`config.mk`:
```
export PLATFORM = sky130hd
export DESIGN_NAME = rptr_empty_ctl_flat
export DESIGN_NICKNAME = d
export VERILOG_FILES = /design/src/rtl/rptr_empty_ctl_if.sv /design/src/rtl/rptr_empty_ctl.sv /design/src/flat_wrapper.sv
export SDC_FILE = /design/constraint.sdc
export NUM_CORES = 1
export LEC_CHECK = 0
export ABC_AREA = 1
export CAP_MARGIN = 15
export CORE_UTILIZATION = 40
export CTS_BUF_LIST = sky130_fd_sc_hd__clkbuf_8
export CTS_CLUSTER_DIAMETER = 150
export DETAILED_ROUTE_END_ITERATION = 10
export GPL_TIMING_DRIVEN = 1
export PLACE_DENSITY = 0.73
export SYNTH_ARGS = -nofsm -noshare
export SYNTH_HDL_FRONTEND = slang
export SYNTH_SLANG_ARGS = --single-unit
```
`constraint.sdc`:
```
create_clock -name rclk -period 1.75 [get_ports rclk]
set_clock_uncertainty 0.15 [all_clocks]
set_input_delay 0.35 -clock rclk [delete_from_list [all_inputs] [get_ports rclk]]
set_output_delay 0.35 -clock rclk [all_outputs]
set_load 0.01 [all_outputs]
```
`src/rtl/rptr_empty_ctl_if.sv`:
```
// Read-side bundle between the read pointer controller and the FIFO memory, comparator and consumer.
// master = controller side (drives pointer, flag and data); slave = surrounding logic / consumer.
interface rptr_empty_ctl_if #(
    parameter int ASIZE = 4,
    parameter int DSIZE = 8
);
    logic             rinc;
    logic             aempty_n;
    logic [DSIZE-1:0] rdata_mem;
    logic [ASIZE-1:0] rptr;
    logic [ASIZE-1:0] raddr;
    logic             rempty;
    logic [DSIZE-1:0] rdata;
    logic             rvalid;

    modport master (
        input  rinc, aempty_n, rdata_mem,
        output rptr, raddr, rempty, rdata, rvalid
    );

    modport slave (
        output rinc, aempty_n, rdata_mem,
        input  rptr, raddr, rempty, rdata, rvalid
    );
endinterface

```
`src/rtl/rptr_empty_ctl.sv`:
```
// Async FIFO read controller: Gray read pointer, binary address, synchronised empty flag, registered data.
// Latency: rdata/rvalid 1 rclk after an accepted fetch; rempty sets asynchronously, clears 2 edges after aempty_n rises.
// Backpressure: fetches are blocked while rempty; FIFO_FWFT_EN selects first-word-fall-through prefetch.
module rptr_empty_ctl #(
    parameter int ASIZE = 4,
    parameter int DSIZE = 8
) (
    input  logic                 rclk,
    input  logic                 rrst_n,
    rptr_empty_ctl_if.master     rif
);

    logic [ASIZE-1:0] rbin_q,  rbin_d;
    logic [ASIZE-1:0] rptr_q,  rptr_d;
    logic [ASIZE-1:0] raddr_q, raddr_d;
    logic             rempty2_q, rempty2_d;
    logic             rempty_q,  rempty_d;
    logic             rvalid_q,  rvalid_d;
    logic [DSIZE-1:0] rdata_q,   rdata_d;
    logic             fetch;
    logic             aempty_n;

    assign aempty_n = rif.aempty_n;

    always_comb begin
`ifdef FIFO_FWFT_EN
        fetch = !rempty_q && (!rvalid_q || rif.rinc);
`else
        fetch = rif.rinc && !rempty_q;
`endif
        rbin_d  = rbin_q + {{(ASIZE-1){1'b0}}, fetch};
        raddr_d = rbin_d;
        rptr_d  = rbin_d ^ (rbin_d >> 1);
        rdata_d = fetch ? rif.rdata_mem : rdata_q;
`ifdef FIFO_FWFT_EN
        // In FWFT the word stays valid until the consumer pops it.
        rvalid_d = rvalid_q;
        if (fetch) begin
            rvalid_d = 1'b1;
        end else if (rif.rinc && rvalid_q) begin
            rvalid_d = 1'b0;
        end
`else
        rvalid_d = fetch;
`endif
        rempty2_d = 1'b0;
        rempty_d  = rempty2_q;
    end

    always_ff @(posedge rclk) begin
        if (!rrst_n) begin
            rbin_q   <= '0;
            rptr_q   <= '0;
            raddr_q  <= '0;
            rvalid_q <= 1'b0;
            rdata_q  <= '0;
        end else begin
            rbin_q   <= rbin_d;
            rptr_q   <= rptr_d;
            raddr_q  <= raddr_d;
            rvalid_q <= rvalid_d;
            rdata_q  <= rdata_d;
        end
    end

    // The comparator's async preset is what makes rempty rise before the next edge.
    always_ff @(posedge rclk or negedge aempty_n) begin
        if (!aempty_n) begin
            rempty2_q <= 1'b1;
            rempty_q  <= 1'b1;
        end else if (!rrst_n) begin
            rempty2_q <= 1'b1;
            rempty_q  <= 1'b1;
        end else begin
            rempty2_q <= rempty2_d;
            rempty_q  <= rempty_d;
        end
    end

    assign rif.rptr   = rptr_q;
    assign rif.raddr  = raddr_q;
    assign rif.rempty = rempty_q;
    assign rif.rdata  = rdata_q;
    assign rif.rvalid = rvalid_q;

endmodule

```
`src/flat_wrapper.sv`:
```
// flat-port wrapper written by rule: the top's interface ports become plain ports
module rptr_empty_ctl_flat 
#(
    parameter int ASIZE = 4,
    parameter int DSIZE = 8
)
  (rclk, rrst_n, rif_rinc, rif_aempty_n, rif_rdata_mem, rif_rptr, rif_raddr, rif_rempty, rif_rdata, rif_rvalid);
  rptr_empty_ctl_if #(.ASIZE(ASIZE), .DSIZE(DSIZE)) rif_i ();
  input  logic rclk;
  input  logic rrst_n;
  input wire logic [$bits(rif_i.rinc)-1:0] rif_rinc;
  input wire logic [$bits(rif_i.aempty_n)-1:0] rif_aempty_n;
  input wire logic [$bits(rif_i.rdata_mem)-1:0] rif_rdata_mem;
  output wire logic [$bits(rif_i.rptr)-1:0] rif_rptr;
  output wire logic [$bits(rif_i.raddr)-1:0] rif_raddr;
  output wire logic [$bits(rif_i.rempty)-1:0] rif_rempty;
  output wire logic [$bits(rif_i.rdata)-1:0] rif_rdata;
  output wire logic [$bits(rif_i.rvalid)-1:0] rif_rvalid;
  assign rif_i.rinc = rif_rinc;
  assign rif_i.aempty_n = rif_aempty_n;
  assign rif_i.rdata_mem = rif_rdata_mem;
  assign rif_rptr = rif_i.rptr;
  assign rif_raddr = rif_i.raddr;
  assign rif_rempty = rif_i.rempty;
  assign rif_rdata = rif_i.rdata;
  assign rif_rvalid = rif_i.rvalid;
  rptr_empty_ctl #(.ASIZE(ASIZE), .DSIZE(DSIZE)) u_core (.rclk(rclk), .rrst_n(rrst_n), .rif(rif_i));
endmodule
```
Yosys cells after proc, flatten, opt, wreduce, memory -nomap -nowiden
Cells that the tools add are included.
Operators by class
  add/subtract/negate cells: 1
  multiplexer cells: 2
  bitwise logic cells: 1
  reduce and logical (&&, ||, !) cells: 2
Operators by type and width (count)
  $add A4 B1 Y4: 1
  $xor A4 B3 Y4: 1
  $mux W1: 2
  $logic_and A1 B1 Y1: 1
  $logic_not A1 Y1: 1
Storage, ports and cells
  register bits: 19
  input bits: 12
  output and inout port bits: 18

Logic depth before layout (Yosys ltp)
Gate-level depths: netlist of run 1.
  word-level depth: 4
  mapped depth: 11
  mapped depth without buffers: 11

Least setup slack after synthesis of run 1
OpenSTA, ideal clock, no wires.
  kind: register to register
  start point: reg u_core.rempty_q, in the netlist u_core.rif.rempty
  end point: reg u_core.rptr_q[0], in the netlist u_core.rif.rptr[0]
  library setup time: 0.115 ns
  arrival time: 1.392 ns
  slack: 0.094 ns
  cell stages (with the launch flop): 6
  path buffers: 0
  period minus slack after synthesis: 1.656 ns
  cells stage by stage: dfstp_2 -> nor2_8 -> ha_1 -> ha_1 -> xnor2_1 -> nor2_1
On the way
  cells in the longest elaborated chain, start to end: 4
Ends and longest elaborated chain
  start: declaration: line rptr_empty_ctl.sv:17  | logic rempty_q, rempty_d;
  start signal: assignment: line rptr_empty_ctl.sv:76  | rempty_q <= rempty_d;
  $logic_not A1 Y1: line rptr_empty_ctl.sv:29  | fetch = rif.rinc && !rempty_q;
  $logic_and A1 B1 Y1: line rptr_empty_ctl.sv:29
  net u_core.fetch: line rptr_empty_ctl.sv:20  | logic fetch;
  $add A4 B1 Y4: line rptr_empty_ctl.sv:31  | rbin_d = rbin_q + {{(ASIZE-1){1'b0}}, fetch};
  net u_core.raddr_d[1]: line rptr_empty_ctl.sv:15  | logic [ASIZE-1:0] raddr_q, raddr_d;
  $xor A4 B3 Y4: line rptr_empty_ctl.sv:33  | rptr_d = rbin_d ^ (rbin_d >> 1);
  end signal: assignment: line rptr_empty_ctl.sv:59  | rptr_q <= rptr_d;
  end: declaration: line rptr_empty_ctl.sv:14  | logic [ASIZE-1:0] rptr_q, rptr_d;
The timed path passes the listed nets, and every way through them passes these cells.
A chain may end at the register's enable or synchronous reset.

==> results of run 1 <==
## through the flow
| step | worst slack [ns] | utilization | std cells | TNS, ns | cell area (sq um) |
|---|---|---|---|---|---|
| after floorplan | 0.0937 | - | 78 | 0 | 708 |
| after global routing | 0.00398 | 0.702 | 130 | 0 | 1110 |
| after detailed placement | -0.182 | 0.658 | 126 | -0.686 | 1040 |
| final | 0.0509 | 0.702 | 130 | 0 | 1110 |
| after global placement | -0.187 | 0.658 | 126 | -0.658 | 1040 |
| after CTS | 0.0472 | 0.692 | 130 | 0 | 1090 |
## worst max path at each step
stage                                     to  slack, ns
after global placement    u_core.rif.rptr[2]      -0.19
final                           rif_raddr[2]       0.05
after global routing      u_core.rif.rptr[2]      0.004
after detailed placement  u_core.rif.rptr[2]      -0.18
after CTS                       rif_raddr[2]       0.05
after floorplan           u_core.rif.rptr[0]       0.09
## cell usage after synthesis
cell type | n | share of area
sky130_fd_sc_hd__nor2_2 | 9 | 0.079
sky130_fd_sc_hd__dfxtp_1 | 16 | 0.45
sky130_fd_sc_hd__a21oi_1 | 1 | 0.0071
sky130_fd_sc_hd__nor2_8 | 1 | 0.028
sky130_fd_sc_hd__nand4_1 | 1 | 0.0088
sky130_fd_sc_hd__nand3_2 | 1 | 0.014
sky130_fd_sc_hd__dfstp_2 | 2 | 0.074
sky130_fd_sc_hd__ha_1 | 2 | 0.035
sky130_fd_sc_hd__buf_4 | 1 | 0.011
sky130_fd_sc_hd__or2_1 | 1 | 0.0088
sky130_fd_sc_hd__inv_8 | 1 | 0.016
sky130_fd_sc_hd__inv_1 | 6 | 0.032
sky130_fd_sc_hd__nand2_1 | 9 | 0.048
sky130_fd_sc_hd__nand2_2 | 1 | 0.0088
sky130_fd_sc_hd__xnor2_1 | 1 | 0.012
sky130_fd_sc_hd__inv_2 | 3 | 0.016
sky130_fd_sc_hd__o21ai_1 | 9 | 0.064
sky130_fd_sc_hd__nand3_1 | 3 | 0.021
sky130_fd_sc_hd__nor2_1 | 9 | 0.048
sky130_fd_sc_hd__buf_6 | 1 | 0.016
## kinds of logic (layout without fill, tap and decap cells)
group           after synthesis  in the layout
xor+xnor                      1              1
compound gates               10             10
fa+ha+maj                     2              2
simple gates                 35             35
flops                        18             18
buf+inv                      12             48
## sequential cells by signal, summed over array words and instances, names as in the netlist
name	count
u_core.rempty2_q	1
u_core.rif.rptr	4
u_core.rbin_q	3
u_core.rif.rvalid	1
u_core.rif.rempty	1
u_core.rif.rdata	8
## power by group
part	internal (mW)	switching, mW	leakage [nW]
combinational	0.0659	0.0459	0.303
sequential	0.429	0.00970	0.152
clock	0.199	0.131	0.0288
total	0.694	0.186	0.484
## repair_timing
action                                  CTS  global route
gates resized for setup                   1             4
endpoints found under the setup margin    1             2
hold endpoints to repair                  0             0
## layout by cell type (no fill, tap or decap), drive strengths merged
cell,instances
a21oi,1
buf,5
clkbuf,4
clkdlybuf4s50,28
dfstp,2
dfxtp,16
dlygate4sd2,1
ha,2
inv,10
nand2,10
nand3,4
nand4,1
nor2,19
o21ai,9
or2,1
xnor2,1
## per-layer routing
| layer | up-vias | routed length (um) |
|---|---|---|
| met3 | 2 | 57 |
| met1 | 276 | 636 |
| met2 | 15 | 682 |
| met4 | 0 | 13 |
| li1 | 315 | - |
| met5 | - | 0 |
## layout make-up
| cell class | instances | area, sq um |
|---|---|---|
| clock buffer | 4 | 55.1 |
| tap | 16 | 20.0 |
| sequential | 18 | 374 |
| fill | 137 | 469 |
| multi-input combinational | 48 | 287 |
| timing repair buffer | 34 | 327 |
| inverter | 10 | 45.0 |
==> impl_summary.log, run 1 <==
INFO  metric outcome = finished, violations left
INFO  metric violations = design-rule violations
INFO  metric hold_viol = 0
INFO  metric cts.path.max_buffers = 2
INFO  metric setup.worst_path.class = flip-flop to primary output
INFO  metric critPathRequiredTime = 1.25 ns
INFO  metric rsz0062_at_grt = false
INFO  metric antenna_found_initial = 0
INFO  metric die_h = 44.1 um
INFO  metric drtIter0Drc = 5
INFO  metric final_net_count = 129
INFO  metric irDropWorstVdd = 698 uV
INFO  metric final_period_minus_worst_setup_slack = 1.70 ns
INFO  metric power_density_over_cell_area = 795 nW/um^2
INFO  metric routabilityCongestion = 0.753
INFO  metric critical-path-slowest-cell = sky130_fd_sc_hd__clkdlybuf4s50_1
INFO  metric placementRows = 14
INFO  metric globalRoute.totalOverflow = 0
INFO  metric post_cts.repair.setup_buffers = 0
INFO  metric fraction_of_synthesized_cell_area_in_xor_and_xnor_cells = 0.0124
INFO  metric vias = 608
INFO  metric critPathBufInv = 1
INFO  metric worstSetupEndpointType = primary output
INFO  metric syn_area = 708 sq um
INFO  metric worst_ep_arrival_time = 1.20 ns
INFO  metric quantity_of_hold_fixing_buffers_added_after_cts = 0
INFO  metric ctsHtreeMaxLevel = 1
INFO  metric clock_sinks = 18
INFO  metric synth_warnings = 0
INFO  metric power = 881 uW
INFO  metric ys_seq_area_frac = 0.527
INFO  metric critical_path.reg2reg.endpoint = u_core.rif.rptr[0]
INFO  metric worstPathCellList = clkdlybuf4s50_1
INFO  metric leakagePower = 0.484 nW
INFO  metric cts_root_buffer = sky130_fd_sc_hd__clkbuf_8
INFO  metric first_global_vias = 599
INFO  metric detail_route.first_pass.iterations = 7
INFO  metric syn_nets = 92
INFO  metric synthMuxAreaShare = 0
INFO  metric slew_violations = 0
INFO  metric vias_per_cell = 4.68
INFO  metric design.portCount = 30
INFO  metric crit-reg2reg-launch = u_core.rif.rempty
INFO  metric largest_family_of_logic_cells_by_synthesized_area = simple AND/OR/NAND/NOR gates
INFO  metric synth_simple_gate_area_frac = 0.265
INFO  metric wirelength = 1.39 mm
INFO  metric initial_utilization = 0.449
INFO  metric die_area = 1940 sq um
INFO  metric grt_first_pass_wirelength = 2.43 mm
INFO  metric avgSynthCellArea = 9.08 sq um
INFO  metric route.antenna.remaining_nets = 0
INFO  metric fmax = 589 MHz
INFO  metric layout_worst_path_cycle_share = 0.971
INFO  metric grt_use_met1 = 0.209
INFO  metric synth-compound-area-share = 0.0707
INFO  metric worstMarginPinSlew = 0.291 ns
INFO  metric path_clk_slew = 0.07 ns
INFO  metric port-buffer-count = 29
INFO  metric setup_viol_count_final = 0
INFO  metric numCtsBuffers = 3
INFO  metric rrSetupSlack = 0.17 ns
INFO  metric drv_cap = 0
INFO  metric drt_drc_violations_left = 2
INFO  metric syn_to_final_growth = 56.4%
INFO  metric cp_num_cells = 1
INFO  metric busiest_layer = met2
INFO  metric worst_setup_path_start_kind = flip-flop
INFO  metric tritoncts = built
INFO  metric die_width = 44.1 um
INFO  metric synthAdderAreaFrac = 0.0353
INFO  metric global_route.usage.met2 = 0.288
INFO  metric distinct_cell_type_count_of_the_synthesized_netlist = 20
INFO  metric n_antenna_cell = 0
INFO  metric relSlewSlack = 0.805
INFO  metric number_of_cells_produced_by_synthesis = 78
INFO  metric timing.critical_path.from = u_core.rbin_q[2]
INFO  metric hold_path_class = input port to async pin
INFO  metric core_area = 1580 sq um
INFO  metric worst_path_maximum_fanout = 5
INFO  metric synth-seq-cells = 18
INFO  metric routedWlPerCell = 10.7 um
INFO  metric cpPeakStageDelay = 0.56 ns
INFO  metric layout-drive-gt1-share = 0.263
INFO  metric fin_hold_ws = 0.298 ns
INFO  metric clock_insertion_delay_at_the_later_pin_of_the_skew_report = 0.24 ns
INFO  metric groute.layer.met3.usage = 0.0286
INFO  metric grt_max_degree = 11
INFO  metric detailedPlacementHpwl = 1.12 mm
INFO  metric worst_r2r_path_depth = 5
INFO  metric grtUsageTotal = 0.164
INFO  metric path_delay_family = buffers and inverters
Note: power is estimated with default switching activity, not from simulation.
==> run 2: changes to the inputs <==
- GPL_ROUTABILITY_DRIVEN: default -> 0
==> results of run 2 <==
Final layout, timing and power as in run 1 (identical DEF).
